## src/rtl/traffic_ctrl_multi_if.sv

```systemverilog
// Lamp-sequencer control/status bundle: run/priority controls in, phase,
// direction, lamp drives and end-of-direction pulse out.
interface traffic_ctrl_multi_if #(
  parameter int N_DIR = 2,
  parameter int DIR_W = (N_DIR > 1) ? $clog2(N_DIR) : 1
) ();
  logic               en;
  logic               pass;
  logic [DIR_W-1:0]   pass_dir;
  logic [4:0]         state;
  logic [DIR_W-1:0]   cur_dir;
  logic [3*N_DIR-1:0] light;
  logic               dir_done;

  modport master (
    output en, pass, pass_dir,
    input  state, cur_dir, light, dir_done
  );

  modport slave (
    input  en, pass, pass_dir,
    output state, cur_dir, light, dir_done
  );
endinterface

```

## src/rtl/traffic_ctrl_multi.sv

```systemverilog
// Round-robin multi-direction traffic-light sequencer with internal phase timer:
// long green, blank/blink-green pulses, yellow, all-red clearance per direction.
module traffic_ctrl_multi #(
  parameter int N_DIR   = 2,
  parameter int N_GREEN = 3,
  parameter int CNT_W   = 8,
  parameter int T_G     = 8,
  parameter int T_GB    = 2,
  parameter int T_NONE  = 2,
  parameter int T_Y     = 3,
  parameter int T_R     = 4
) (
  input  logic                 clk,
  input  logic                 rst,
  traffic_ctrl_multi_if.slave  bus
);
  localparam int DIR_W = (N_DIR > 1) ? $clog2(N_DIR) : 1;
  localparam int BLK_W = (N_GREEN > 1) ? $clog2(N_GREEN) : 1;

  localparam logic [CNT_W-1:0] G_LAST     = CNT_W'(T_G - 1);
  localparam logic [CNT_W-1:0] GB_LAST    = CNT_W'(T_GB - 1);
  localparam logic [CNT_W-1:0] NONE_LAST  = CNT_W'(T_NONE - 1);
  localparam logic [CNT_W-1:0] Y_LAST     = CNT_W'(T_Y - 1);
  localparam logic [CNT_W-1:0] R_LAST     = CNT_W'(T_R - 1);
  localparam logic [BLK_W-1:0] BLINK_LAST = BLK_W'(N_GREEN - 1);
  localparam logic [DIR_W-1:0] DIR_LAST   = DIR_W'(N_DIR - 1);

  typedef enum logic [4:0] {
    ST_INIT = 5'b00001,
    ST_G    = 5'b00010,
    ST_NONE = 5'b00100,
    ST_Y    = 5'b01000,
    ST_R    = 5'b10000
  } state_t;

  state_t           state;
  logic [CNT_W-1:0] timer;
  logic [CNT_W-1:0] t_last;
  logic [BLK_W-1:0] blink;
  logic [DIR_W-1:0] cur_dir;
  logic             legal;
  logic             phase_done;
  logic             pass_hit;

  always_comb begin
    t_last = '0;
    legal  = 1'b1;
    case (state)
      ST_INIT: t_last = '0;
      ST_G:    t_last = (blink == '0) ? G_LAST : GB_LAST;
      ST_NONE: t_last = NONE_LAST;
      ST_Y:    t_last = Y_LAST;
      ST_R:    t_last = R_LAST;
      default: legal  = 1'b0;
    endcase
  end

  assign phase_done = (timer == t_last);

  // A request for the direction already in its long green is a no-op.
  assign pass_hit = bus.pass
                  && ({1'b0, bus.pass_dir} < (DIR_W + 1)'(N_DIR))
                  && !(state == ST_G && blink == '0 && cur_dir == bus.pass_dir);

  always_ff @(posedge clk or negedge rst) begin
    if (!rst) begin
      state   <= ST_INIT;
      timer   <= '0;
      blink   <= '0;
      cur_dir <= '0;
    end else if (pass_hit) begin
      state   <= ST_G;
      timer   <= '0;
      blink   <= '0;
      cur_dir <= bus.pass_dir;
    end else if (!legal) begin
      state   <= ST_INIT;
      timer   <= '0;
      blink   <= '0;
      cur_dir <= '0;
    end else if (bus.en) begin
      timer <= phase_done ? '0 : timer + 1'b1;
      case (state)
        ST_INIT: begin
          state   <= ST_G;
          blink   <= '0;
          cur_dir <= '0;
        end
        ST_G: if (phase_done) state <= (blink == BLINK_LAST) ? ST_Y : ST_NONE;
        ST_NONE: if (phase_done) begin
          state <= ST_G;
          blink <= blink + 1'b1;
        end
        ST_Y: if (phase_done) state <= ST_R;
        ST_R: if (phase_done) begin
          state   <= ST_G;
          blink   <= '0;
          cur_dir <= (cur_dir == DIR_LAST) ? '0 : cur_dir + 1'b1;
        end
        default: state <= ST_INIT;
      endcase
    end
  end

  assign bus.state    = state;
  assign bus.cur_dir  = cur_dir;
  assign bus.dir_done = (state == ST_R) && phase_done && bus.en && !pass_hit;

  // Lamp word per direction is {R,Y,G}; everyone but the active direction sees red.
  always_comb begin
    bus.light = {N_DIR{3'b100}};
    for (int d = 0; d < N_DIR; d++) begin
      if (cur_dir == DIR_W'(d)) begin
        case (state)
          ST_G:    bus.light[3*d +: 3] = 3'b001;
          ST_NONE: bus.light[3*d +: 3] = 3'b000;
          ST_Y:    bus.light[3*d +: 3] = 3'b010;
          default: ;
        endcase
      end
    end
  end
endmodule

```

## src/flat_wrapper.sv

```systemverilog
// flat-port wrapper written by rule: the top's interface ports become plain ports
module traffic_ctrl_multi_flat 
#(
  parameter int N_DIR   = 2,
  parameter int N_GREEN = 3,
  parameter int CNT_W   = 8,
  parameter int T_G     = 8,
  parameter int T_GB    = 2,
  parameter int T_NONE  = 2,
  parameter int T_Y     = 3,
  parameter int T_R     = 4
)
  (clk, rst, bus_en, bus_pass, bus_pass_dir, bus_state, bus_cur_dir, bus_light, bus_dir_done);
  traffic_ctrl_multi_if #(.N_DIR(N_DIR)) bus_i ();
  input  logic clk;
  input  logic rst;
  input wire logic [$bits(bus_i.en)-1:0] bus_en;
  input wire logic [$bits(bus_i.pass)-1:0] bus_pass;
  input wire logic [$bits(bus_i.pass_dir)-1:0] bus_pass_dir;
  output wire logic [$bits(bus_i.state)-1:0] bus_state;
  output wire logic [$bits(bus_i.cur_dir)-1:0] bus_cur_dir;
  output wire logic [$bits(bus_i.light)-1:0] bus_light;
  output wire logic [$bits(bus_i.dir_done)-1:0] bus_dir_done;
  assign bus_i.en = bus_en;
  assign bus_i.pass = bus_pass;
  assign bus_i.pass_dir = bus_pass_dir;
  assign bus_state = bus_i.state;
  assign bus_cur_dir = bus_i.cur_dir;
  assign bus_light = bus_i.light;
  assign bus_dir_done = bus_i.dir_done;
  traffic_ctrl_multi #(.N_DIR(N_DIR), .N_GREEN(N_GREEN), .CNT_W(CNT_W), .T_G(T_G), .T_GB(T_GB), .T_NONE(T_NONE), .T_Y(T_Y), .T_R(T_R)) u_core (.clk(clk), .rst(rst), .bus(bus_i));
endmodule
```

## config.mk

```make
export PLATFORM = sky130hd
export DESIGN_NAME = traffic_ctrl_multi_flat
export DESIGN_NICKNAME = d
export VERILOG_FILES = /design/src/rtl/traffic_ctrl_multi_if.sv /design/src/rtl/traffic_ctrl_multi.sv /design/src/flat_wrapper.sv
export SDC_FILE = /design/constraint.sdc
export NUM_CORES = 1
export LEC_CHECK = 0
export BUFFER_PORTS_ARGS = -buffer_cell sky130_fd_sc_hd__buf_2
export CAP_MARGIN = 20
export CELL_PAD_IN_SITES_DETAIL_PLACEMENT = 1
export CELL_PAD_IN_SITES_GLOBAL_PLACEMENT = 2
export CORE_MARGIN = 2
export CORE_UTILIZATION = 31
export CTS_CLUSTER_SIZE = 12
export DETAILED_ROUTE_END_ITERATION = 10
export MAX_ROUTING_LAYER = met4
export PLACE_DENSITY_LB_ADDON = 0.1
export SLEW_MARGIN = 5
export SYNTH_ARGS = -nofsm -noshare
export SYNTH_HDL_FRONTEND = slang
export SYNTH_SLANG_ARGS = --single-unit
```

## constraint.sdc

```tcl
create_clock -name clk -period 2.45 [get_ports clk]
set_input_delay 0.1225 -clock clk [delete_from_list [all_inputs] [get_ports clk]]
set_output_delay 0.1225 -clock clk [all_outputs]
set_load 0.02 [all_outputs]
```

Word level (Yosys, flattened, before mapping)
Index checks and enable logic that the tools add are counted.
Widths: inputs -> output; s select.
{"block": "classes", "n_eq_ne": 16, "n_mul": 0, "mux": 30, "addsub": 3, "reduce_logical": 14, "div_mod_pow": 0, "bitwise_logic": 0, "magnitude_cmp": 0, "shifts": 0}
{"op": "$mux 8", "count": 4}
{"op": "$pmux 8 s4", "count": 1}
{"op": "$mux 5", "count": 6}
{"op": "$ne 4x4->1 const B", "count": 6}
{"op": "$pmux 5 s4", "count": 1}
{"op": "$mux 2", "count": 5}
{"op": "$mux 3", "count": 3}
{"op": "$pmux 3 s3", "count": 1}
{"op": "$add 8x1->8 const B", "count": 1}
{"op": "$eq 8x8->1", "count": 1}
{"op": "$reduce_and 4->1", "count": 2}
{"op": "$logic_and 1x1->1", "count": 6}
{"op": "$mux 1", "count": 6}
{"op": "$pmux 2 s3", "count": 1}
{"op": "$eq 5x1->1 const B", "count": 1}
{"op": "$eq 5x2->1 const B", "count": 1}
{"op": "$eq 5x3->1 const B", "count": 1}
{"op": "$eq 5x4->1 const B", "count": 1}
{"op": "$eq 5x5->1 const B", "count": 1}
{"op": "$ne 5x5->1 const B", "count": 1}
{"op": "$reduce_or 5->1", "count": 1}
{"op": "$mux 4", "count": 1}
{"op": "$ne 3x3->1 const B", "count": 1}
{"op": "$reduce_and 3->1", "count": 1}
{"op": "other kinds (8)", "count": 9}
{"block": "word_totals", "memories": 0, "ramBits": 0, "elab_cells": 67, "latchBits": 0, "output_inout_bits": 13, "ff_bits": 16, "mem_bits_ro": 0, "inputBits": 5}

Logic depth before layout (Yosys ltp)
{"block": "logic_depth", "depth_word": 9, "ltp_mapped": 9, "depth_no_buf": 8}

Worst setup path after synthesis
OpenSTA, ideal clock, no wires.
{"block": "synth_timing", "kind": "register to register", "from": "register u_core.state[4], in the netlist u_core.bus.state[4]", "to": "register u_core.state[1], in the netlist u_core.bus.state[1]", "stages_incl_launch_ff": 9, "arrival_time_ps": 2469, "slack_ps": -144, "setup_time_ps": 125, "path_cell_list": "dfrtp_1 buf_6 or4_4 o31a_1 a31oi_4 and2_1 buf_6 o21bai_4 mux2_4"}
{"block": "synth_via", "elab_chain_len": 7, "word_cells_on_any_way": 23, "cone_classes": "10 x eq/ne; 6 x mux; 7 x reduce/logical"}
{"item": "start: declaration", "line": "traffic_ctrl_multi.sv:36", "source": "state_t state;"}
{"item": "start signal: assignment", "line": "traffic_ctrl_multi.sv:89", "source": "ST_G: if (phase_done) state <= (blink == BLINK_LAST) ? ST_Y : ST_NONE;"}
{"item": "parallel branches: the longest is 7 deep, another holds $pmux 8 s4"}
Parallel ways; which one is timed is not known. The select of a mux whose other input is x is not followed.
A chain may end at the register's enable or synchronous reset.

Worst setup path after layout
{"block": "layout_timing", "from": "register u_core.state[0], in the netlist u_core.bus.state[0]", "to": "output port bus_dir_done"}
{"block": "layout_via", "elab_chain_len": 7, "word_cells_on_any_way": 14, "cone_classes": "5 x eq/ne; 1 x mux; 8 x reduce/logical"}
{"item": "parallel branches: the longest is 6 deep, another holds $pmux 8 s4"}
{"item": "$logic_and 1x1->1 *", "line": "traffic_ctrl_multi.sv:107", "source": "assign bus.dir_done = (state == ST_R) && phase_done && bus.en && !pass_hit;"}
{"item": "end: declaration", "line": "flat_wrapper.sv:23", "source": "output wire logic [$bits(bus_i.dir_done)-1:0] bus_dir_done;"}
Mark *: on every way between the ends.

==> impl_metrics.yaml <==
timing:
  finalHoldViolCount: 0
  setup_viol: 0
  finClkSkew_ns: 0.00796
  slew_headroom_pct: 65.5
  fin_crit_sh_pct: 95.9
  setup_tns_ns: 0
  fmax_mhz: 425
  fin_crit_ns: 2.35
  worst_pin_slew_ns: 0.513
  rsz0062_at_grt: "false"
  finalWorstSetupSlack_ns: 0.0994
  final-max-slew-violation-count: 0
die:
  fp.dieH_um: 71.2
  num_rows: 24
  io_pins: 18
  start_util_pct: 32.1
  core_um2: 4350
  die_w_um: 71.2
  die_area_um2: 5070
critical_path:
  cp_data_arrival_time_ns: 2.23
  cp_cell_sequence: "or4_4, o21ai_1, a21oi_2, nor3_4, nand2_1, nor3_1, buf_2"
  ff2ff_path_depth: 8
  reg2reg_slack_ns: 0.13
  crit_fanout: 6
  crit_type: "reg -> out"
  crit_slowest_cell: "or4_4"
  worstPathRequired_ns: 2.33
  cp.depth: 7
  crit_end: "bus_dir_done"
  critPathCaptureType: "output pin"
  cpPeakStageDelay_ns: 0.57
  cp_num_buf_inv: 1
  crit_family: "simple AND/OR/NAND/NOR gates"
  reg2reg_from: "u_core.blink[0]"
  startpoint: "u_core.bus.state[0]"
  r2r-end: "u_core.blink[1]"
  worst_setup_path_start_kind: "flip-flop"
grt:
  met1_usage_pct: 25.4
  antenna_found_initial: 0
  grtUsageMet3_pct: 2.14
  grt_pass1_vias: 1467
  grtUsageMet2_pct: 35.4
  grt_max_degree: 19
  busiest_layer: "met2"
  grt_pass1_wl_um: 7860
  overflow: 0
  grt_usage_pct: 20.6
min_path:
  hold_path.class: "in -> reg"
  min_from: "bus_en"
place:
  dp_hpwl_um: 3640
  dp.cells: 244
  place.gp.congestion: 0.874
  portBuffers: 17
  place_ws_ns: -0.0467
yosys:
  synth_top_family_by_area: "simple AND/OR/NAND/NOR gates"
  postSynthNetCount: 181
  synthFlopType: "dfrtp_1"
  synthMuxAreaShare_pct: 4.74
  syn_area_um2: 1400
  async_flop_share_pct: 100
  synth_compound_gate_area_share_pct: 26.5
  synth_xor_area_share_pct: 4.38
  synth_seq_cells: 16
  synthSimpleGateAreaFrac_pct: 26.9
  synthAdderAreaFrac_pct: 2.68
  synth_cell_types: 51
  synth_cells: 173
  yosysSeqAreaShare_pct: 28.7
  syn_avg_cell_area_um2: 8.09
  synth_edf_count: 0
  yosys_warnings: 0
power_and_ir_drop:
  combPwrFrac_pct: 70.1
  seqPwrFrac_pct: 19.4
  clkPwrFrac_pct: 10.5
  leakage_nw: 0.738
  power.switching_mw: 1.04
  p_int_mw: 1.05
  ir_drop_mv: 0.423
  powerDensity_nw_per_um2: 1180
  swShare_pct: 49.8
finish:
  layout_commonest_cell: "nand2_1"
  regArea_um2: 405
  fin_cells: 251
  syn_to_final_growth_pct: 25.8
  fillers: 538
  multiInputGateArea_um2: 996
  layout-drive-gt1-share_pct: 30.7
  final_cell_mix: "20 x nand2_1, 17 x buf_2, 15 x buf_4"
  antenna_cells: 0
  final_nets: 208
clock_network:
  cts.sinks: 16
  cts.path.max_buffers: 2
  cts_htree_levels: 1
  worstSkewPairLatency_ns: 0.26
  tritoncts: "built"
  root_buffer: "clkbuf_8"
  clk_pin_slew_ns: 0.07
  cts-buffers-inserted: 3
detailed_routing:
  first_pass_iters: 4
  drt_iter0_markers: 51
  via_count: 1447
  via_per_inst: 5.76
  post_drt_wl_per_cell_um: 19.1
  drc: 0
  routed_wl_um: 4790
  ant_nets: 0
run:
  maxCapViolCount: 0
outcome:
  outcome: "completed"
[through the flow]
step	hold slack (ns)	total power, mW	utilization (%)	area [um^2]
after CTS	0.290	1.94	38.0	1660
after floorplan	-0.173	1.27	-	1410
after global placement	0.0675	1.68	36.8	1600
after global routing	0.285	2.25	40.4	1760
after detailed placement	0.0699	1.72	36.8	1600
final	0.262	2.08	40.4	1760
[power by group through the flow]
stage	logic, mW	registers, mW	clock network (mW)
after floorplan	0.885	0.385	0
after global placement	1.27	0.406	0
after detailed placement	1.30	0.415	0
after CTS	1.31	0.410	0.224
after global routing	1.60	0.417	0.234
final	1.46	0.405	0.219
[final cells by class]
| type | count | share of cell area, % |
|---|---|---|
| Clock buffer | 4 | 2.56 |
| Inverter | 5 | 1.07 |
| Multi-Input combinational cell | 139 | 56.6 |
| Sequential cell | 16 | 23.0 |
| Tap cell | 52 | 3.70 |
| Timing Repair Buffer | 35 | 13.1 |
[logic make-up after synthesis]
logic type | after synthesis
AOI/OAI and AO/OA | 50
DFF | 16
muxes | 5
adders and majority gates | 3
and+or+nand+nor | 74
buffers and inverters | 18
xor gates and xnor gates | 7
[synthesized netlist by cell type, types with 3 or more instances]
| cell type | n | share of area (%) |
|---|---|---|
| nor3_1 | 8 | 2.9 |
| nand3_1 | 11 | 3.9 |
| dfrtp_1 | 15 | 27 |
| xnor2_1 | 3 | 1.9 |
| buf_1 | 3 | 0.80 |
| o21ai_0 | 10 | 3.6 |
| nor2b_1 | 5 | 2.2 |
| xor2_1 | 4 | 2.5 |
| inv_1 | 5 | 1.3 |
| o31ai_1 | 7 | 3.8 |
| clkbuf_1 | 6 | 1.6 |
| ha_1 | 3 | 2.7 |
| nand2_1 | 20 | 5.4 |
| mux2_4 | 3 | 3.2 |
| o211ai_1 | 5 | 2.7 |
| nor2_1 | 13 | 3.5 |
| a21oi_1 | 6 | 2.1 |
[sequential cells by signal, indices dropped and copies added, names as in the netlist]
name                flops
u_core.bus.state        5
u_core.bus.cur_dir      1
u_core.timer            8
u_core.blink            2
[worst reg2reg max path: cells and delay by family (launching register included)]
| family | cells | cell delay, ns |
|---|---|---|
| flops | 1 | 0.35 |
| fa+ha+maj | 1 | 0.20 |
| simple gates | 3 | 0.79 |
| buf+inv | 1 | 0.10 |
| compound gates | 3 | 0.77 |
[per-layer routing]
| layer | vias up | wire (um) | part of all wire [%] |
|---|---|---|---|
| li1 | 693 | - | - |
| met4 | 0 | 98 | 2.0 |
| met2 | 27 | 2500 | 52 |
| met1 | 719 | 2050 | 43 |
| met3 | 8 | 135 | 2.8 |
| met5 | - | 0 | 0 |
[worst min path at each step]
stage | to | cells after the start
final | u_core.timer[5] | 3
after global routing | u_core.timer[5] | 3
after CTS | u_core.timer[0] | 3
after detailed placement | u_core.timer[0] | 1
after global placement | u_core.timer[0] | 1
after floorplan | u_core.blink[0] | 0
[what timing repair did]
action                                  in CTS  in global routing
hold buffers                                 1                  0
pin swaps                                    1                  5
resized for setup                            0                 18
endpoints found under the setup margin       8                 12
endpoints found under the hold margin       15                  0
buffers inserted                             0                  2
(Power assumes the default switching activity.)
